===== src/rtl/cdc_4phase_src.sv =====
// Source end of a 4-phase req/ack CDC handshake. async_ack_i passes through an
// internal STAGES-flop synchroniser. async_req_o and async_data_o come straight
// from flops. Optional macro CDC_4PHASE_SRC_SKID_EN adds a one-entry skid buffer.
// Latency: async_req_o rises one edge after an accept. It falls STAGES+1 edges
//   after async_ack_i rises. The block is idle again STAGES+1 edges after ack falls.
// Backpressure: ready_o is low while a handshake is in flight. With the skid
//   buffer, ready_o is low only while the skid is full. In both builds ready_o is
//   low while a stale ack is still seen in IDLE.
module cdc_4phase_src #(
  parameter int WIDTH  = 32,
  parameter int STAGES = 2    // must be >= 2
) (
  input  logic             clk_i,
  input  logic             rst_ni,
  input  logic             valid_i,
  output logic             ready_o,
  input  logic [WIDTH-1:0] data_i,
  output logic             async_req_o,
  input  logic             async_ack_i,
  output logic [WIDTH-1:0] async_data_o,
  output logic             busy_o
);

  typedef enum logic [1:0] {
    IDLE     = 2'd0,
    REQ_HIGH = 2'd1,
    REQ_LOW  = 2'd2
  } state_t;

  state_t           state_q;
  logic             req_q;
  logic [WIDTH-1:0] data_q;
  logic             ack_s;
  logic             accept;
  logic             launch_skid;

  (* ASYNC_REG = "TRUE", dont_touch = "true" *) logic [STAGES-1:0] ack_sync_q;

  // Shift the asynchronous ack through the synchroniser chain.
  always_ff @(posedge clk_i or negedge rst_ni) begin
    if (!rst_ni) ack_sync_q <= '0;
    else         ack_sync_q <= {ack_sync_q[STAGES-2:0], async_ack_i};
  end

  assign ack_s  = ack_sync_q[STAGES-1];
  assign accept = valid_i && ready_o;

`ifdef CDC_4PHASE_SRC_SKID_EN
  logic             skid_full_q;
  logic [WIDTH-1:0] skid_q;

  assign ready_o = !skid_full_q && !(state_q == IDLE && ack_s);

  // The skid word is sent as soon as the previous handshake has returned to zero.
  // IDLE also drains it. This covers a word that lands in the skid on the same
  // edge that REQ_LOW exits to IDLE.
  assign launch_skid = skid_full_q && !ack_s && (state_q == REQ_LOW || state_q == IDLE);

  // Skid register: load a word that arrives while busy, and clear it when it is sent.
  // A write on the launch edge takes priority over the clear.
  always_ff @(posedge clk_i or negedge rst_ni) begin
    if (!rst_ni) begin
      skid_full_q <= 1'b0;
      skid_q      <= '0;
    end else begin
      if (launch_skid) skid_full_q <= 1'b0;
      if (accept && state_q != IDLE) begin
        skid_full_q <= 1'b1;
        skid_q      <= data_i;
      end
    end
  end
`else
  assign ready_o     = (state_q == IDLE) && !ack_s;
  assign launch_skid = 1'b0;
`endif

  // Handshake sequencer. The request and data registers are updated together with the state.
  always_ff @(posedge clk_i or negedge rst_ni) begin
    if (!rst_ni) begin
      state_q <= IDLE;
      req_q   <= 1'b0;
      data_q  <= '0;
    end else begin
      case (state_q)
        IDLE: begin
`ifdef CDC_4PHASE_SRC_SKID_EN
          if (launch_skid) begin
            data_q  <= skid_q;
            req_q   <= 1'b1;
            state_q <= REQ_HIGH;
          end else
`endif
          if (accept) begin
            data_q  <= data_i;
            req_q   <= 1'b1;
            state_q <= REQ_HIGH;
          end
        end
        REQ_HIGH: begin
          if (ack_s) begin
            req_q   <= 1'b0;
            state_q <= REQ_LOW;
          end
        end
        REQ_LOW: begin
          if (!ack_s) begin
`ifdef CDC_4PHASE_SRC_SKID_EN
            if (launch_skid) begin
              data_q  <= skid_q;
              req_q   <= 1'b1;
              state_q <= REQ_HIGH;
            end else
`endif
            state_q <= IDLE;
          end
        end
        default: begin
          req_q   <= 1'b0;
          state_q <= IDLE;
        end
      endcase
    end
  end

  assign async_req_o  = req_q;
  assign async_data_o = data_q;
  assign busy_o       = (state_q != IDLE);

endmodule

===== config.mk =====
export PLATFORM = sky130hd
export DESIGN_NAME = cdc_4phase_src
export DESIGN_NICKNAME = d
export VERILOG_FILES = /design/src/rtl/cdc_4phase_src.sv
export SDC_FILE = /design/constraint.sdc
export NUM_CORES = 1
export LEC_CHECK = 0
export BUFFER_PORTS_ARGS = -buffer_cell sky130_fd_sc_hd__buf_4
export CORE_MARGIN = 3
export CORE_UTILIZATION = 44
export CTS_BUF_LIST = sky130_fd_sc_hd__clkbuf_8 sky130_fd_sc_hd__clkbuf_16
export DETAILED_ROUTE_END_ITERATION = 8
export GPL_ROUTABILITY_DRIVEN = 1
export PLACE_DENSITY = 0.82
export SLEW_MARGIN = 20
export SYNTH_ARGS = -nofsm -noshare
export SYNTH_HDL_FRONTEND = slang
export SYNTH_SLANG_ARGS = --single-unit

===== constraint.sdc =====
create_clock -name clk_i -period 1.8 [get_ports clk_i]
set_input_delay 0.09 -clock clk_i [delete_from_list [all_inputs] [get_ports clk_i]]
set_output_delay 0.09 -clock clk_i [all_outputs]
set_load 0.01 [all_outputs]

# ---- Word level (Yosys, flattened, before mapping)
# Cells that the tools add are included.
dict set report totals {
  reg_bits 37
  latch_bits 0
  mem_bits_rw 0
  rom_bits 0
  output_inout_bits 35
  n_memories 0
}
dict set report classes {
  addsub 0
  multipliers 0
  div_mod_pow 0
  magnitude_cmp 0
  eq_ne 5
  shift 0
  n_mux 7
  n_bitwise 1
  reduce_logical 8
}
# cell n
set op_table {}
lappend op_table {{$mux 2} 3}
lappend op_table {{$ne 2x2->1 const B} 3}
lappend op_table {{$pmux 2 s3} 1}
lappend op_table {{$reduce_and 3->1} 2}
lappend op_table {{$pmux 1 s3} 1}
lappend op_table {{$eq 2x1->1 const B} 1}
lappend op_table {{$eq 2x2->1 const B} 1}
lappend op_table {{$logic_and 1x1->1} 2}
lappend op_table {{$logic_not 2->1} 1}
lappend op_table {{$mux 1} 2}
lappend op_table {{$reduce_and 2->1} 1}
lappend op_table {{$reduce_bool 2->1} 1}
lappend op_table {{$logic_not 1->1} 1}
lappend op_table {{$not 1->1} 1}

# ---- Logic depth before layout (Yosys ltp)
# Gate-level depths: netlist of the first run.
dict set report depth {
  depth_word 5
  depth_mapped 3
  depth_no_buf 2
}

# ---- Worst setup path after synthesis of the first run
# No wires, ideal clock.
dict set report synth_timing {
  path_kind {register to register}
  startpoint {register state_q[0]}
  endpoint {register data_q[0] (netlist: async_data_o[0])}
  setup_time_ns 0.125
  arrival_time_ns 1.403
  t_required_ns 1.675
  setup_slack_ns 0.272
  stages_incl_launch_ff 4
  n_path_buf 1
  period_less_slack_ns 1.528
  path_cell_list {dfrtp_1 nor4b_4 buf_6 mux2_2}
}
dict set report synth_via {
  elab_chain_cells 4
}
# element line_no
set synth_lines {}
lappend synth_lines {{from (decl)} 30} ;# state_t state_q;
lappend synth_lines {{from (signal assigned)} 81} ;# state_q <= IDLE;
lappend synth_lines {{from (signal assigned)} 97} ;# state_q <= REQ_HIGH;
lappend synth_lines {{from (signal assigned)} 103} ;# state_q <= REQ_LOW;
lappend synth_lines {{$logic_not 2->1 *} {74, 85}}
lappend synth_lines {{$logic_and 1x1->1} 74} ;# assign ready_o = (state_q == IDLE) && !ack_s;
lappend synth_lines {{$logic_and 1x1->1} 46} ;# assign accept = valid_i && ready_o;
lappend synth_lines {{$reduce_and 2->1 (no source line) *} n/a}
lappend synth_lines {{to (signal assigned)} 95} ;# data_q <= data_i;
lappend synth_lines {{to (decl)} 32} ;# logic [WIDTH-1:0] data_q;
# Every way passes the cells marked *; elsewhere a longest branch is shown, timed or not.
# A chain may end at the register's enable or synchronous reset.

# ---- Worst setup path after layout of the first run
dict set report layout_timing {
  startpoint {register state_q[0]}
  endpoint {register data_q[22] (netlist: async_data_o[22])}
}
# Same word-level chain as after synthesis.

==> results.txt, run 1 <==
Die Ht - 62.31 microns
Leak - 0.001010 uW
Area growth from synthesis to layout - 51.12%
N_diodes - 0
Largest stage delay, worst path - 450 ps
Hold slack - 24.05 ps
FILL cells - 199
Clock network power share - 29.5%
Ys flop type - dfrtp_1
Startpoint class of the critical path - flop
Port bufs - 70
Clock buffer depth - 2
Total GRT Usage - 17.06%
Vias - 949
Clk sink count - 37
EDFF count, synth - 0
Initial antenna violation count - 0
Area contributors post-synth - dfrtp_1 66%, mux2_2 24%, buf_6 2.4%, nor4b_4 1.7%, mux2_1 1.6%
Post-Syn Instances - 81
Vias in the first global route - 1063
Maxcap violations - 0
First-pass GRT wire length - 5.085 mm
Die area - 3883 sq um
Routed wire length - 2.959 mm
Tightest Hold Check Type - primary input to flop
Synth cell count leaders - 37 x dfrtp_1, 30 x mux2_2, 3 x buf_6, 2 x mux2_1, 2 x nor2_1
PD cells - 1338 nW/um^2
Initial DRT Pass Iterations - 2
Critical path's slowest cell - dfrtp_1
VDD IR-drop max - 845.7 uV
Part of the power in combinational logic - 28.7%
GR Overflow Total - 0
DR iter-0 viols - 17
Multi-input logic area - 435.4 sq um
Tightest Pin Transition - 463.8 ps
Nets - 195
Post-CTS sizing - 0
Starting Density - 48.50%
Fin crit share - 88.59%
Final worst slack - 205.4 ps
Outcome - completed
Drt via density - 4.698
Num rows - 19
Syn nets - 117
Seq/Total Area, Yosys - 66.37%
TritonCTS Buffers - 5
Mapped Area - 1395 sq um
Reg power frac - 41.8%
RSZ-0062 raised after global routing - false
Slew HR - 69.08%
Int Power - 2103 uW
Asr flop ratio synth - 100.0%
Worst setup EP type - flop
Crit path kind - flop to flop
Crit path cell chain - nor4b_4 -> buf_4 -> mux2_2
Final setup TNS - 0 ps
Sw Share - 25.45%
CP max FO - 23
Final min period - 1595 ps
Seq cells post-synth - 37
Num ports - 71
Yosys top cell area share - 66.37%
Later-pin clock latency in the skew report - 280 ps
GPL Wtd Cong - 0.6886
Post-Place Worst Slack - 209.5 ps
Clk pin slew, worst setup/hold paths - 80 ps
Required time worst endpoint - 1970 ps
Largest net degree at the start of global routing - 38
Routed Antenna Nets - 0
Post-route DRC violation count - 0
Layout cells sized above 1 - 70.00%
Chip width - 62.31 microns
Syn. warnings - 0
Cell with the most instances after synthesis - dfrtp_1
Final Hold Viols - 0
WL/cell - 14.65 microns
Synth cell types - 12
Final Util - 73.29%
Worst clock skew - 8.176 ps
Mean Syn Cell Area - 17.22 sq um
Register area - 925.9 sq um
Arrival time of the worst setup path - 1760 ps
Clock root cell - clkbuf_8
Pwr Total - 2821 uW
Core area - 2877 sq um
Number of H-tree levels - 2
Fmax - 627.1 MHz
Synth area leader - dfrtp_1
CTS tree - yes
Final Setup Violations - 0
Switching power - 717.9 uW
Final Slew Violations - 0
-- what timing repair did --
| action | 4_1_cts | 5_1_grt |
|---|---|---|
| hold endpoints to repair | 38 | 0 |
| setup endpoints to repair | 0 | 0 |
| hold buffers | 2 | 0 |
| buffers inserted | 0 | 0 |
-- per-layer routing --
metal | vias to the layer above | wire length, microns | global-route usage [%]
met5 | - | 0 | 0
met4 | 0 | 20 | 4.959
met3 | 4 | 291 | 8.108
met2 | 49 | 1470 | 28.49
met1 | 458 | 1177 | 19.52
li1 | 438 | - | -
-- layout make-up --
cell class	count	area share, %
clock buffer	5	3.264
multi-input combinational	41	20.65
tap	42	2.493
timing repair buffer	74	26.59
sequential	37	43.92
clock inverter	3	3.086
-- final timing paths --
check | slack [ps] | depth (start not counted) | to | start
max | 210 | 3 | async_data_o[22] | state_q[0]
min reg2reg | 360 | 0 | ack_sync_q[1] | ack_sync_q[0]
min in group asynchronous | 300 | 2 | async_data_o[11] | rst_ni
min | 20 | 2 | state_q[0] | valid_i
max reg2reg | 210 | 3 | async_data_o[22] | state_q[0]
max in group asynchronous | 1170 | 2 | async_data_o[20] | rst_ni
-- registers in the layout, indices dropped and copies added, names as in the netlist --
register and flops:
ack_sync_q 2, async_data_o 32, async_req_o 1, state_q 2
-- power by group through the flow --
stage	clock network (uW)	registers (uW)	logic (uW)
after floorplan	0	1280	251
final	833	1180	810
after global routing	915	1210	873
after detailed placement	0	1190	821
after CTS	855	1180	825
after global placement	0	1180	794
-- cells in the final DEF (no fill, tap or decap) --
master	n
dlygate4sd3_1	2
xor2_1	1
clkbuf_8	5
bufinv_16	2
nor2b_1	1
clkinv_2	1
mux2_2	30
and2_1	1
nor2_1	2
a211o_1	1
o21a_1	1
or2_2	1
nor4b_4	1
dfrtp_1	37
buf_4	72
mux2_1	2
-- worst max-delay path, delay by kind of cell, from the launching register on --
kind	cells	cell delay (ps)
buffers and inverters	1	330
DFF	1	450
muxes	1	380
and+or+nand+nor	1	310
-- metrics by stage --
step / instance area [sq um] / instances
6_report: 2108 / 202
5_1_grt: 2108 / 202
4_1_cts: 2108 / 202
3_5_place_dp: 1954 / 192
3_3_place_gp: 1954 / 192
2_1_floorplan: 1395 / 81
-- logic make-up (layout without fill, tap and decap cells) --
kind of cell	Yosys count	count (layout)	share of synthesized area, %
mux	32	32	25.83
flops	37	37	66.37
compound gates	2	2	1.166
simple gates	6	6	3.588
buf+inv	3	82	2.421
xor+xnor	1	1	0.6279
(Power assumes the default switching activity.)
==> inputs of run 2 (changes only) <==
Settings changed: BUFFER_PORTS_ARGS -buffer_cell sky130_fd_sc_hd__buf_4 to -buffer_cell sky130_fd_sc_hd__clkbuf_2, CORE_UTILIZATION 44 to 30, PLACE_DENSITY 0.82 to unset.
==> results.txt, run 2 (synthesis results as in run 1) <==
Startpoint class of the critical path - flop (unchanged)
Initial DRT Pass Iterations - 2 (unchanged)
Starting Density - 31.60% (was 48.50%)
RSZ-0062 raised after global routing - false (unchanged)
Largest register FFs - 32 (unchanged)
Outcome - completed (unchanged)
Post-Place Worst Slack - 227.0 ps (was 209.5 ps)
Most common cell after layout, fill and taps aside - clkbuf_2 (was buf_4)
Reg power frac - 47.9% (was 41.8%)
Hold Buf Count CTS - 2 (unchanged)
Area growth from synthesis to layout - 37.13% (was 51.12%)
Largest net degree at the start of global routing - 38 (unchanged)
Core area - 4414 sq um (was 2877 sq um)
Clock buffer depth - 2 (unchanged)
Num rows - 24 (was 19)
Final setup TNS - 0 ps (unchanged)
Drt via density - 4.547 (was 4.698)
Number of H-tree levels - 2 (unchanged)
Nets - 195 (unchanged)
Chip width - 74.20 microns (was 62.31 microns)
Initial antenna violation count - 0 (unchanged)
Die area - 5505 sq um (was 3883 sq um)
CTS tree - yes (unchanged)
Final worst slack - 227.7 ps (was 205.4 ps)
Arrival time of the worst setup path - 1740 ps (was 1760 ps)
Fmax - 636.0 MHz (was 627.1 MHz)
Worst clock skew - 9.503 ps (was 8.176 ps)
Final Hold Viols - 0 (unchanged)
Setup Buffers After CTS - 0 (unchanged)
WL/cell - 12.98 microns (was 14.65 microns)
Slew HR - 40.31% (was 69.08%)
Die Ht - 74.20 microns (was 62.31 microns)
CP delay by family, top - flip-flops (unchanged)
Vias in the first global route - 1036 (was 1063)
Num ports - 71 (unchanged)
Layout cells sized above 1 - 70.00% (unchanged)
Post-CTS sizing - 0 (unchanged)
Maxcap violations - 0 (unchanged)
Routed wire length - 2.751 mm (was 2.959 mm)
Vias - 964 (was 949)
Routed Antenna Nets - 0 (unchanged)
Clock root cell - clkbuf_8 (unchanged)
Crit path kind - flop to flop (unchanged)
Switching power - 693.4 uW (was 717.9 uW)
Port bufs - 70 (unchanged)
Fin crit share - 87.35% (was 88.59%)
Tightest Pin Transition - 895.4 ps (was 463.8 ps)
PD cells - 1281 nW/um^2 (was 1338 nW/um^2)
Tightest Hold Check Type - primary input to flop (unchanged)
Largest stage delay, worst path - 450 ps (about the same)
GPL Wtd Cong - 0.7193 (was 0.6886)
Later-pin clock latency in the skew report - 280 ps (about the same)
Clock network power share - 25.3% (was 29.5%)
Final min period - 1572 ps (was 1595 ps)
CP bufs+invs - 1 (unchanged)
DR iter-0 viols - 23 (was 17)
Part of the power in combinational logic - 26.8% (was 28.7%)
Sw Share - 28.30% (was 25.45%)
Critical path's slowest cell - dfrtp_1 (unchanged)
Int Power - 1757 uW (was 2103 uW)
GR Overflow Total - 0 (unchanged)
VDD IR-drop max - 594.6 uV (was 845.7 uV)
CP max FO - 18 (was 23)
N_diodes - 0 (unchanged)
Detailed Place HPWL - 2.065 mm
Leak - 0.0009509 uW (was 0.001010 uW)
TritonCTS Buffers - 5 (unchanged)
First-pass GRT wire length - 4.567 mm (was 5.085 mm)
Crit path cell chain - nor4b_4 -> buf_4 -> mux2_2 (unchanged)
Most frequent cells in the layout - 70 x clkbuf_2, 37 x dfrtp_1, 30 x mux2_2, 7 x clkbuf_8 (was 72 x buf_4, 37 x dfrtp_1, 30 x mux2_2, 5 x clkbuf_8)
Final Setup Violations - 0 (unchanged)
Total GRT Usage - 11.05% (was 17.06%)
Clk pin slew, worst setup/hold paths - 70 ps (was 80 ps)
Post-route DRC violation count - 0 (unchanged)
FILL cells - 428 (was 199)
Worst setup EP type - flop (unchanged)
Clk sink count - 37 (unchanged)
Required time worst endpoint - 1970 ps (about the same)
Final Slew Violations - 0 (unchanged)
run 2: changes by cell type in the layout (fill, tap and decap cells not counted), sizes merged:
cell and delta:
buf -70, bufinv -2, clkbuf +72
run 2: metrics by stage:
| stage | hold slack (ps) | std cells | util (%) | instance area [sq um] | total power, uW |
|---|---|---|---|---|---|
| floorplan | -205.6 | 81 | - | 1395 | 1535 |
| global placement | 202.2 | 202 | 40.59 | 1792 | 1835 |
| detailed placement | 199.7 | 202 | 40.59 | 1792 | 1858 |
| CTS | 13.84 | 212 | 43.34 | 1913 | 2497 |
| global route | 18.07 | 212 | 43.34 | 1913 | 2617 |
| finish | 24.12 | 212 | 43.34 | 1913 | 2450 |
run 2: area by class of cell:
cell class	instances	area, sq um	area share [%]
multi-input combinational	41	435.4	22.76
sequential	37	925.9	48.40
clock inverter	1	5.005	0.2616
tap	52	65.06	3.401
timing repair buffer	74	385.4	20.14
clock buffer	7	96.34	5.036
run 2: path summary, 6_finish.rpt:
| check | from | endpoint | slack (ps) | cells past startpoint |
|---|---|---|---|---|
| max in group asynchronous | rst_ni | async_data_o[1] | 780 | 2 |
| max | state_q[0] | async_data_o[26] | 230 | 3 |
| min reg2reg | ack_sync_q[0] | ack_sync_q[1] | 350 | 0 |
| max reg2reg | state_q[0] | async_data_o[26] | 230 | 3 |
| min | data_i[12] | async_data_o[12] | 20 | 2 |
| min in group asynchronous | rst_ni | async_data_o[20] | 460 | 2 |
run 2: power groups by stage:
stage / clock, uW / sequential [uW] / combinational [uW]
floorplan: 0 / 1280 / 251
global placement: 0 / 1180 / 655
detailed placement: 0 / 1190 / 671
CTS: 646 / 1180 / 674
global route: 684 / 1210 / 726
finish: 621 / 1170 / 656
run 2: metal layers:
metal / wire (microns) / vias up / track usage (%) / share of wire [%]
li1: - / 441 / - / -
met1: 1087 / 461 / 12.41 / 40
met2: 1251 / 59 / 18.01 / 45
met3: 385 / 3 / 5.135 / 14
met4: 26 / 0 / 4.829 / 0.95
met5: 0 / - / 0 / 0
